**src/rtl/width_conv_512_64.sv**
```systemverilog
// ============================================================================
// Module   : width_conv_512_64
// Purpose  : 512-to-64 AXI-Stream serialiser, lane 0 first. Optional
//            final-word lane trim selected by macro WC_LAST_TRIM_EN.
// Revision : 1.0 - initial release
// ============================================================================
`default_nettype none

module width_conv_512_64 #(
    parameter int C_S00_AXIS_TDATA_WIDTH = 512,
    parameter int C_M00_AXIS_TDATA_WIDTH = 64,
    localparam int RATIO = C_S00_AXIS_TDATA_WIDTH / C_M00_AXIS_TDATA_WIDTH
) (
    input  logic                              aclk,
    input  logic                              areset,
    input  logic [C_S00_AXIS_TDATA_WIDTH-1:0] S_AXIS_TDATA,
    input  logic [RATIO-1:0]                  S_AXIS_TKEEP,
    input  logic                              S_AXIS_TVALID,
    input  logic                              S_AXIS_TLAST,
    output logic                              S_AXIS_TREADY,
    output logic [C_M00_AXIS_TDATA_WIDTH-1:0] M_AXIS_TDATA,
    output logic                              M_AXIS_TVALID,
    output logic                              M_AXIS_TLAST,
    input  logic                              M_AXIS_TREADY
);

    localparam int DW_OUT = C_M00_AXIS_TDATA_WIDTH;
    localparam int CW     = $clog2(RATIO);
    localparam int NBW    = $clog2(RATIO + 1);

    typedef enum logic [0:0] {
        IDLE = 1'b0,
        SEND = 1'b1
    } state_t;

    state_t                              state;
    state_t                              state_nxt;
    logic [C_S00_AXIS_TDATA_WIDTH-1:0]   hold;
    logic                                last_flag;
    logic [NBW-1:0]                      nbeats;
    logic [NBW-1:0]                      nbeats_in;
    logic [CW-1:0]                       cnt;
    logic [CW-1:0]                       last_idx;
    logic                                is_final;
    logic                                in_hs;
    logic                                out_hs;
    logic [DW_OUT-1:0]                   lanes [RATIO];

    genvar gi;
    generate
        for (gi = 0; gi < RATIO; gi++) begin : g_lanes
            assign lanes[gi] = hold[gi*DW_OUT +: DW_OUT];
        end
    endgenerate

    assign last_idx      = CW'(nbeats - NBW'(1));
    assign is_final      = (cnt == last_idx);
    assign M_AXIS_TVALID = (state == SEND);
    assign M_AXIS_TDATA  = lanes[cnt];
    assign M_AXIS_TLAST  = (state == SEND) && last_flag && is_final;
    // Ready is combinational from M_AXIS_TREADY so a new word loads on the final beat
    assign S_AXIS_TREADY = !areset && ((state == IDLE) || (is_final && M_AXIS_TREADY));
    assign in_hs         = S_AXIS_TVALID && S_AXIS_TREADY;
    assign out_hs        = M_AXIS_TVALID && M_AXIS_TREADY;

`ifdef WC_LAST_TRIM_EN
    logic keep_run;
    always_comb begin
        nbeats_in = NBW'(RATIO);
        keep_run  = 1'b1;
        if (S_AXIS_TLAST && (S_AXIS_TKEEP != '0)) begin
            nbeats_in = '0;
            for (int i = 0; i < RATIO; i++) begin
                if (keep_run && S_AXIS_TKEEP[i]) begin
                    nbeats_in = nbeats_in + NBW'(1);
                end else begin
                    keep_run = 1'b0;
                end
            end
            // Lane 0 is always sent so the packet still carries its TLAST
            if (nbeats_in == '0) begin
                nbeats_in = NBW'(1);
            end
        end
    end
`else
    logic unused_keep;
    assign unused_keep = ^S_AXIS_TKEEP;
    assign nbeats_in   = NBW'(RATIO);
`endif

    always_ff @(posedge aclk or posedge areset) begin
        if (areset) begin
            state <= IDLE;
        end else begin
            state <= state_nxt;
        end
    end

    always_comb begin
        state_nxt = state;
        case (state)
            IDLE: begin
                if (in_hs) begin
                    state_nxt = SEND;
                end
            end
            SEND: begin
                if (out_hs && is_final && !in_hs) begin
                    state_nxt = IDLE;
                end
            end
            default: state_nxt = IDLE;
        endcase
    end

    always_ff @(posedge aclk or posedge areset) begin
        if (areset) begin
            hold      <= '0;
            last_flag <= 1'b0;
            nbeats    <= NBW'(RATIO);
            cnt       <= '0;
        end else if (in_hs) begin
            hold      <= S_AXIS_TDATA;
            last_flag <= S_AXIS_TLAST;
            nbeats    <= nbeats_in;
            cnt       <= '0;
        end else if (out_hs) begin
            cnt <= is_final ? '0 : cnt + CW'(1);
        end
    end

endmodule

`default_nettype wire

```
**config.mk**
```make
export PLATFORM = sky130hd
export DESIGN_NAME = width_conv_512_64
export DESIGN_NICKNAME = d
export VERILOG_FILES = /design/src/rtl/width_conv_512_64.sv
export SDC_FILE = /design/constraint.sdc
export NUM_CORES = 1
export LEC_CHECK = 0
export BUFFER_PORTS_ARGS = -buffer_cell sky130_fd_sc_hd__buf_2
export CORE_AREA = 2 2 231 233
export DETAILED_ROUTE_END_ITERATION = 6
export DIE_AREA = 0 0 233 235
export PLACE_DENSITY = 0.67
export SYNTH_ARGS = -nofsm -noshare
export SYNTH_HDL_FRONTEND = slang
export SYNTH_SLANG_ARGS = --single-unit
```
**constraint.sdc**
```tcl
create_clock -name aclk -period 43.5 [get_ports aclk]
set_input_delay 4.35 -clock aclk [delete_from_list [all_inputs] [get_ports aclk]]
set_output_delay 4.35 -clock aclk [all_outputs]
set_load 0.05 [all_outputs]
```
==> reports/qor.csv, run 1 <==
stage,metric,value,unit
global_routing,largest net degree at the start of global routing,185,
logic_synthesis,cell taking the most area after synthesis,dfrtp_1,
finish,"leading cell type in the layout, fill and taps excluded",buf_2,
sta,Final WS setup,34.15,ns
worst_setup_path,Crit Path Category,input pin to output port,
finish,Fillers,4267,
worst_setup_path,Worst Path Required,39.15,ns
sta,final cycle utilization of the critical path,21.5,%
sta,TNS Setup,0,ns
sta,maximum clock rate,0.107,GHz
sta,Final Hold Viols,0,
drt,Iteration-0 DRC Markers,656,
worst_setup_path,max incr delay on CP,0.22,ns
sta,Max-slew headroom,16.5,%
logic_synthesis,synthesized area,0.0230,mm^2
die,chip height,235,um
logic_synthesis,Mean Syn Cell Area,17.2,um^2
clocking,CTS H-tree depth,2,
pwr,Pleak,0.0131,uW
pwr,pwr dens,79.9,mW/mm^2
worst_setup_path,Crit path arrival time,5.00,ns
sta,fin. max-slew vios,0,
die,total core area,0.0522,mm^2
drt,Routed WL per cell,22.0,um
logic_synthesis,Mapped Nets,1861,
finish,multi-input combinational cell area,0.00950,mm^2
finish,nets@finish,2426,
sta,unrepaired setup endpoints after global routing,false,
logic_synthesis,Synth warnings,0,
pwr,Final Power,2260,uW
min_path,min-delay src,hold[317]$_DFFE_PP0P_,
worst_setup_path,most frequent CP cell,buf_2,
worst_setup_path,Reg2Reg Launch Point,cnt[1]$_DFFE_PP0P_,
sta,# setup viols final,0,
drt,Pre-antenna DRT Iters,4,
place,RePlAce Congestion,0.817,
worst_setup_path,CP top delay family,buffers and inverters,
pwr,IR Drop Worst-Case VDD,0.0478,mV
clocking,CTS buffer count,56,
outcome,status,finished clean,
worst_setup_path,cells along the critical path,buf_2 > a21boi_2 > nor2_1 > buf_2,
drt,Via density,5.20,
logic_synthesis,Synth area leaders,"dfrtp_1, mux2_1, mux2_2",
logic_synthesis,register area share after synthesis,56.2,%
die,# IOs,592,
sta,Worst-Margin Slew,1.25,ns
global_routing,vias in the first global route,15528,
finish,"commonest non-fill, non-tap cells in the layout","buf_2, dfrtp_1, mux2_1",
worst_setup_path,RR Endpoint,hold[25]$_DFFE_PP0P_,
die,# rows,84,
place,dpl ws,33.85,ns
global_routing,Overflow after GRT,0,
logic_synthesis,Yosys reg bits,517,
global_routing,Total GRT Usage,21.5,%
drt,Residual DRC,0,
clocking,CTS Hold Buffers Added,0,
clocking,worst-skew pair later-pin latency,0.59,ns
sta,final worst path period need,9.35,ns
worst_setup_path,Worst Path Max Fanout,4,
logic_synthesis,Netlist cell types,21,
die,Die W,233,um
die,Initial Util,44.0,%
drt,via count,13829,
place,dpl hpwl,41.2,mm
clocking,CTS tree,done,
place,I/O Buffers,583,
finish,P&R area growth vs syn,23.1,%
sta,Clock Skew,0.0140,ns
logic_synthesis,post-synthesis cell count,1334,
finish,layout cell share with drive strength beyond 1,56.5,%
finish,FF/Latch Area,0.0129,mm^2
clocking,post-CTS setup buffers,0,
worst_setup_path,Worst Setup End Kind,output port,
clocking,Max clock buf depth,3,
worst_setup_path,r2r setup slk,36.18,ns
global_routing,first-pass GRT wire length,90.1,mm
worst_setup_path,Slowest cell on crit path,a21boi_2,
worst_setup_path,R2R depth,10,
clocking,Clock Pin Slew Worst Setup and Hold Paths,0.06,ns
clocking,CTS root buffer,clkbuf_16,
min_path,Min-Delay Path Class,register to register,
clocking,# resized after CTS,0,
global_routing,initial antenna violation count,40,
clocking,Clock Sinks,517,
worst_setup_path,CP Launch Type,input pin,
job,Max Cap Violations,0,
drt,post-route ant nets,0,
logic_synthesis,area share of the largest cell type after synthesis,56.2,%
drt,final WL,58.6,mm
worst_setup_path,CP bufs+invs,2,
min_path,Hold Path Stages,1,
min_path,Hold Path End,hold[317]$_DFFE_PP0P_,
die,full die area,0.0548,mm^2
kinds of logic (layout without fill, tap and decap cells):
logic type                 Yosys count  after routing  share of synthesized area, %
buffers and inverters               94            703                          2.49
other                                0             30                             0
muxes                              706            706                          40.8
adders and majority gates            2              2                         0.109
and+or+nand+nor                     12             12                         0.256
DFF                                517            517                          56.2
AOI/OAI and AO/OA                    3              3                        0.0925
sequential cells by signal (all words and copies together) (netlist names):
| name | flops |
|---|---|
| cnt | 3 |
| hold | 512 |
| M_AXIS_TVALID | 1 |
| last_flag | 1 |
where the power goes:
part | total [uW] | internal [uW] | switching (uW)
Sequential | 847 | 713 | 134
Combinational | 941 | 443 | 498
Clock | 475 | 281 | 193
final cells by class:
cell class	instances	share of cell area (%)
multi-input combinational	723	33.6
timing repair buffer	600	10.8
sequential	517	45.7
clock inverter	22	0.707
inverter	1	0.0398
tap	688	3.04
clock buffer	80	5.84
antenna	30	0.265
cell usage after synthesis:
master / n
dfrtp_1: 517
mux2i_1: 1
ha_1: 2
clkbuf_1: 7
a21boi_2: 1
mux4_2: 128
mux2_2: 270
nand2_1: 3
buf_1: 7
buf_2: 42
buf_4: 28
nand4b_1: 1
inv_1: 1
nor2_1: 4
nand2b_1: 2
mux2_1: 307
clkbuf_2: 1
and3_1: 1
a21oi_1: 2
nand3_1: 1
buf_6: 8
metrics by stage:
step	hold WS [ns]	utilization [%]	area [um^2]	instances
2_1_floorplan	0.450	-	23000	1334
3_3_place_gp	0.461	50.5	26400	2529
3_5_place_dp	0.469	50.5	26400	2529
4_1_cts	0.482	54.1	28200	2631
5_1_grt	0.491	54.2	28300	2657
6_report	0.477	54.2	28300	2661
how the worst max path moves through the flow:
| stage | start | endpoint | slack (ns) | depth (start not counted) |
|---|---|---|---|---|
| after floorplan | areset | M_AXIS_TVALID$_DFF_PP0_ | 24.71 | 1 |
| after global placement | areset | hold[20]$_DFFE_PP0P_ | 33.98 | 8 |
| after detailed placement | areset | hold[135]$_DFFE_PP0P_ | 33.85 | 8 |
| after CTS | M_AXIS_TREADY | S_AXIS_TREADY | 34.15 | 4 |
| after global routing | areset | hold[71]$_DFFE_PP0P_ | 33.99 | 8 |
| final | M_AXIS_TREADY | S_AXIS_TREADY | 34.15 | 4 |
worst register-to-register path, delay by kind of cell (launching register included):
kind                     cells  cell delay, ns
adder cells (fa/ha/maj)      2            0.57
AO/OA/AOI/OAI                1            0.13
buffers and inverters        5            4.17
AND/OR/NAND/NOR              1            0.96
flip-flops                   1            0.84
multiplexers                 1            0.54
routing by layer:
| metal | global-route usage, % | wire [um] |
|---|---|---|
| met4 | 8.49 | 1590 |
| met5 | 0 | 130 |
| met2 | 36.2 | 29800 |
| met3 | 5.91 | 3880 |
| met1 | 26.1 | 23200 |
No activity file was read; power rests on OpenSTA's default activity.
==> run 2, diff against run 1 <==
- CORE_AREA: 2 2 231 233 -> 2 2 229 231
- DIE_AREA: 0 0 233 235 -> 0 0 231 233
- PLACE_DENSITY: 0.67 -> 0.71
- clock period: 43.5 -> 8.23 ns (I/O delays scaled with it)
==> run 2 against run 1 <==
Net effect: sequential power grew to 5.3 times the previous value; critical endpoint is now M_AXIS_TDATA[6]; clock skew up 0.0095 ns; global-route usage is 0.19 points higher; core utilization grew 1.5 points; largest power group unchanged; register-to-register slack got worse by 32 ns; die area fell by 1.7%.
==> reports/qor.csv, run 2 (synthesis results as in run 1) <==
stage,metric,value,unit,change
sta,# setup viols final,0,,unchanged
worst_setup_path,Reg2Reg Launch Point,cnt[0]$_DFFE_PP0P_,,
worst_setup_path,RR Endpoint,hold[197]$_DFFE_PP0P_,,
finish,Largest Register,hold,,
worst_setup_path,Worst Path Max Fanout,53,,+49
finish,"leading cell type in the layout, fill and taps excluded",buf_2,,
clocking,post-CTS setup buffers,0,,unchanged
worst_setup_path,CP startpoint,cnt[0]$_DFFE_PP0P_,,
finish,"commonest non-fill, non-tap cells in the layout","buf_2, dfrtp_1, mux2_1",,
clocking,CTS root buffer,clkbuf_16,,
die,# IOs,592,,unchanged
sta,Worst-Margin Slew,1.20,ns,-0.0502 ns
worst_setup_path,Worst Path Required,7.41,ns,-31.74 ns
finish,Largest regs,"hold (512), cnt (3)",,
global_routing,largest net degree at the start of global routing,185,,unchanged
global_routing,Overflow after GRT,0,,unchanged
drt,post-route ant nets,0,,unchanged
pwr,Final Power,12200,uW,+440%
clocking,# resized after CTS,0,,unchanged
global_routing,first-pass GRT wire length,89.4,mm,-0.79%
die,# rows,83,,-1.2%
drt,via count,13927,,+0.71%
die,Die W,231,um,-0.86%
finish,P&R area growth vs syn,23.7,%,
finish,"Design Area, Final",0.0284,mm^2,+0.49%
pwr,IR Drop Worst-Case VDD,0.224,mV,+370%
global_routing,initial antenna violation count,44,,+10%
clocking,Clock Sinks,517,,unchanged
sta,maximum clock rate,0.220,GHz,
drt,final WL,58.6,mm,+0.11%
finish,nets@finish,2422,,-0.16%
finish,layout cell share with drive strength beyond 1,56.3,%,-0.14 points
pwr,Pleak,0.0131,uW,+0.34%
outcome,status,finished clean,,
finish,max reg flops,512,,unchanged
clocking,CTS Hold Buffers Added,0,,unchanged
global_routing,GR Util met1,26.3,%,+0.20 points
global_routing,vias in the first global route,15424,,-0.67%
sta,unrepaired setup endpoints after global routing,false,,
worst_setup_path,Crit Path Category,register to output port,,
place,I/O Buffers,583,,unchanged
clocking,CTS tree,done,,
job,Max Cap Violations,0,,unchanged
worst_setup_path,Crit path arrival time,3.72,ns,-1.28 ns
worst_setup_path,crit path capture,M_AXIS_TDATA[6],,
clocking,CTS H-tree depth,2,,unchanged
global_routing,met3 GRT Util,6.19,%,+0.28 points
global_routing,Top Usage Layer GRT,met2,,
die,full die area,0.0538,mm^2,-1.7%
global_routing,met2 Usage GRT,36.0,%,-0.14 points
place,Placed Area,0.0264,mm^2,about the same
sta,Final Hold Viols,0,,unchanged
place,RePlAce Congestion,0.848,,+3.9%
sta,TNS Setup,0,ns,unchanged
pwr,pwr dens,427,mW/mm^2,+430%
drt,Routed WL per cell,22.1,um,+0.41%
sta,fin. max-slew vios,0,,unchanged
place,dpl hpwl,41.4,mm,+0.52%
worst_setup_path,R2R depth,7,,-3
sta,final cycle utilization of the critical path,55.2,%,
drt,Iteration-0 DRC Markers,617,,-5.9%
die,Initial Util,45.0,%,+0.98 points
place,# placed instances,2518,,-0.43%
drt,Pre-antenna DRT Iters,4,,unchanged
worst_setup_path,CP Launch Type,register,,
global_routing,Total GRT Usage,21.7,%,+0.19 points
drt,Via density,5.25,,+1.0%
min_path,Min-Delay Path Class,input pin to asynchronous set/reset pin,,
clocking,Max clock buf depth,3,,unchanged
sta,Max-slew headroom,20.1,%,+3.5 points
die,chip height,233,um,-0.85%
sta,Clock Skew,0.0235,ns,+0.00950 ns
sta,final worst path period need,4.54,ns,
clocking,CTS buffer count,55,,-1.8%
clocking,Clock Pin Slew Worst Setup and Hold Paths,0.06,ns,about the same
die,total core area,0.0511,mm^2,-2.2%
drt,Residual DRC,0,,unchanged
clocking,worst-skew pair later-pin latency,0.61,ns,+0.02 ns
finish,fin cells,2653,,-0.30%
worst_setup_path,Worst Setup End Kind,output port,,
worst_setup_path,r2r setup slk,4.02,ns,-32.16 ns
finish,Fillers,4166,,-2.4%
## run 2: changes by cell type in the layout (fill, tap and decap cells not counted), moves of 2 or more
cell / previous run / this run
buf_12: 1 / 4
buf_4: 16 / 10
bufinv_16: 3 / 8
clkbuf_8: 14 / 16
clkinv_2: 14 / 6
diode_2: 30 / 34
## run 2: per-layer routing
| layer | share of wire (%) | vias up | wire length [um] |
|---|---|---|---|
| met4 | 3.0 | 24 | 1750 |
| met3 | 6.2 | 133 | 3630 |
| met5 | 0.26 | - | 153 |
| met2 | 51 | 391 | 30000 |
| met1 | 39 | 7218 | 23100 |
| li1 | - | 6161 | - |
## run 2: layout make-up
cell class	count	area, um^2	share of cell area (%)
clock buffers	82	1660	5.83
well taps	680	851	2.99
clock inverters	19	320	1.13
repair buffers	597	3070	10.8
multi-input cells	723	9500	33.4
flip-flops and latches	517	12900	45.5
diodes	34	85.1	0.299
inverters	1	7.51	0.0264
## run 2: worst max-delay path, cell delays in order, from the launching register on
cell and delay [ns]:
dfrtp_4 1.07, buf_4 0.85, mux4_2 0.62, mux2_2 0.29, buf_2 0.22
## run 2: how the worst min path moves through the flow
stage                           from               endpoint  cells past startpoint
2_1_floorplan  last_flag$_DFFE_PP0P_  last_flag$_DFFE_PP0P_                      1
5_1_grt            S_AXIS_TDATA[264]  hold[264]$_DFFE_PP0P_                      2
6_report                      areset  hold[366]$_DFFE_PP0P_                      2
4_1_cts            S_AXIS_TDATA[263]  hold[263]$_DFFE_PP0P_                      2
3_5_place_dp   hold[264]$_DFFE_PP0P_  hold[264]$_DFFE_PP0P_                      1
3_3_place_gp   hold[255]$_DFFE_PP0P_  hold[255]$_DFFE_PP0P_                      1
## run 2: where the power goes
group          internal, uW  switching [uW]
clock network          1640            1030
registers              3770             748
logic                  2340            2620
## run 2: stage by stage
stage	hold WS (ns)	utilization, %	worst slack (ns)
after floorplan	0.450	-	0.385
after global placement	0.461	51.6	4.09
after detailed placement	0.469	51.6	4.05
after CTS	0.385	55.5	3.54
after global routing	0.399	55.7	3.44
final	0.402	55.7	3.69
==> run 3, diff against run 2 <==
- CORE_AREA: 2 2 229 231 -> 2 2 231 233
- DIE_AREA: 0 0 231 233 -> 0 0 233 235
- PLACE_DENSITY: 0.71 -> 0.67
- clock period: 8.23 -> 4.3 ns (I/O delays scaled with it)
==> run 3 against run 2 <==
Net effect: combinational power increased by 96%; via count up 0.67%; sequential share of layout area is 0.17 points lower; hold slack worse by 0.35 ns; critical endpoint is now M_AXIS_TDATA[61]; largest cell class unchanged.
==> reports/qor.csv, run 3 (synthesis results as in run 1) <==
stage,metric,value,unit,change
outcome,status,finished clean,,
clocking,post-CTS setup buffers,0,,unchanged
drt,Routed WL per cell,22.2,um,+0.30%
worst_setup_path,CP Launch Type,register,,
pwr,Seq pwr share,36.5,%,-0.7 points
clocking,CTS root buffer,clkbuf_16,,
min_path,Min-Delay Path Class,input pin to register,,
drt,post-route ant nets,0,,unchanged
clocking,CTS Hold Buffers Added,0,,unchanged
die,Initial Util,44.0,%,-0.98 points
drt,Iteration-0 DRC Markers,611,,-0.97%
clocking,CTS tree,done,,
place,RePlAce Congestion,0.838,,-1.2%
drt,final WL,59.2,mm,+0.91%
drt,via count,14021,,+0.67%
die,# IOs,592,,unchanged
die,full die area,0.0548,mm^2,+1.7%
pwr,Switch Pwr,8390,uW,+91%
sta,Final Hold Viols,0,,unchanged
pwr,Final Power,23200,uW,+91%
global_routing,first-pass GRT wire length,91.3,mm,+2.1%
drt,Residual DRC,0,,unchanged
finish,P&R area growth vs syn,24.1,%,
clocking,Max clock buf depth,3,,unchanged
sta,Clock Skew,0.00712,ns,-0.0164 ns
job,Max Cap Violations,0,,unchanged
sta,Worst-Margin Slew,0.946,ns,-0.253 ns
clocking,Clock Pin Slew Worst Setup and Hold Paths,0.06,ns,about the same
sta,Hold WS,0.0495,ns,-0.353 ns
sta,final worst path period need,3.25,ns,
worst_setup_path,cells along the critical path,buf_4 > mux2_2 > buf_2,,
finish,Finished Core Util,54.7,%,-1.0 points
finish,Largest Register,hold,,
clocking,# resized after CTS,0,,unchanged
die,Die W,233,um,+0.87%
sta,final cycle utilization of the critical path,75.6,%,
place,dpl hpwl,42.5,mm,+2.6%
sta,# setup viols final,0,,unchanged
clocking,CTS buffer count,56,,+1.8%
worst_setup_path,Crit Path Category,register to output port,,
worst_setup_path,Worst Path Max Fanout,38,,-28%
pwr,Internal,14800,uW,+91%
finish,max reg flops,512,,unchanged
pwr,IR Drop Worst-Case VDD,0.563,mV,+150%
place,I/O Buffers,583,,unchanged
finish,Largest regs,"hold (512), cnt (3)",,
pwr,Pleak,0.0132,uW,+0.56%
die,total core area,0.0522,mm^2,+2.2%
worst_setup_path,max incr delay on CP,0.79,ns,-0.28 ns
worst_setup_path,Worst Path Required,3.87,ns,-3.54 ns
sta,fin. max-slew vios,0,,unchanged
finish,nets@finish,2438,,+0.66%
global_routing,largest net degree at the start of global routing,111,,-40%
place,Placed Area,0.0266,mm^2,+0.75%
pwr,Comb pwr share,42.0,%,+1.2 points
global_routing,initial antenna violation count,37,,-16%
sta,unrepaired setup endpoints after global routing,false,,
sta,Max-slew headroom,36.8,%,+17 points
die,chip height,235,um,+0.86%
pwr,Clock power frac,21.5,%,-0.5 points
pwr,switching share of total power,36.2,%,about the same
worst_setup_path,Crit path arrival time,2.82,ns,-0.90 ns
global_routing,vias in the first global route,15568,,+0.93%
drt,Pre-antenna DRT Iters,6,,+2
worst_setup_path,Slowest cell on crit path,dfrtp_4,,
finish,"Design Area, Final",0.0286,mm^2,+0.38%
pwr,pwr dens,811,mW/mm^2,+90%
worst_setup_path,Worst Setup End Kind,output port,,
clocking,Clock Sinks,517,,unchanged
clocking,worst-skew pair later-pin latency,0.59,ns,-0.02 ns
finish,layout cell share with drive strength beyond 1,56.6,%,+0.23 points
finish,"leading cell type in the layout, fill and taps excluded",buf_2,,
sta,maximum clock rate,0.308,GHz,
die,# rows,84,,+1.2%
clocking,CTS H-tree depth,2,,unchanged
global_routing,Total GRT Usage,21.9,%,+0.21 points
finish,"commonest non-fill, non-tap cells in the layout","buf_2, dfrtp_1, mux2_1",,
drt,Via density,5.25,,about the same
global_routing,Overflow after GRT,0,,unchanged
[run 3: cell count changes in the layout (fill, tap and decap cells not counted)]
| cell | before | now |
|---|---|---|
| clkbuf_1 | 10 | 12 |
| diode_2 | 34 | 27 |
| inv_6 | 2 | 1 |
| buf_12 | 4 | 10 |
| bufinv_16 | 8 | 7 |
| clkinv_2 | 6 | 13 |
| buf_4 | 10 | 19 |
| clkinv_8 | 1 | 0 |
| clkbuf_8 | 16 | 11 |
| clkinvlp_4 | 2 | 1 |
| clkinv_4 | 1 | 0 |
| clkbuf_16 | 56 | 57 |
[run 3: final cells by class]
cell class | instances | area, um^2
multi-input cells | 723 | 9500
diodes | 27 | 67.6
fillers | 4334 | 23700
clock buffers | 80 | 1620
well taps | 688 | 861
flip-flops and latches | 517 | 12900
inverters | 1 | 7.51
clock inverters | 21 | 284
repair buffers | 612 | 3260
[run 3: worst paths after layout]
kind	cells past startpoint	from	slack (ns)	end
worst min-delay path	2	S_AXIS_TDATA[259]	0.05	hold[259]$_DFFE_PP0P_
worst max-delay path	3	cnt[1]$_DFFE_PP0P_	1.05	M_AXIS_TDATA[61]
max in group asynchronous	3	areset	3.14	hold[326]$_DFFE_PP0P_
min in group asynchronous	2	areset	0.06	hold[494]$_DFFE_PP0P_
worst min register to register	1	hold[310]$_DFFE_PP0P_	0.48	hold[310]$_DFFE_PP0P_
worst max register to register	7	cnt[1]$_DFFE_PP0P_	1.26	hold[106]$_DFFE_PP0P_
[run 3: per-stage QoR]
step,TNS (ns),setup slack (ns),instances
after floorplan,-1629.72,-3.15,1334
after global placement,0,1.30,2541
after detailed placement,0,1.25,2541
after CTS,0,0.960,2642
after global routing,0,0.941,2663
final,0,1.05,2669
[run 3: power groups by stage]
stage | clock network [uW] | registers, uW | logic [uW]
after floorplan | 0 | 8000 | 7970
after global placement | 0 | 8380 | 9660
after detailed placement | 0 | 8540 | 9830
after CTS | 5110 | 8470 | 9870
after global routing | 5310 | 8760 | 10400
final | 4990 | 8460 | 9720
[run 3: per-layer routing]
metal | part of all wire [%] | GRT usage, % | vias to the layer above
li1 | - | - | 6187
met1 | 39 | 26.2 | 7322
met2 | 52 | 37.5 | 366
met3 | 6.9 | 6.15 | 118
met4 | 2.5 | 7.89 | 28
met5 | 0.30 | 0 | -
[run 3: critical path, delay by kind of cell, from the launching register on]
family	cells	cell delay [ns]
buf+inv	2	0.93
flops	1	0.79
mux	1	0.43
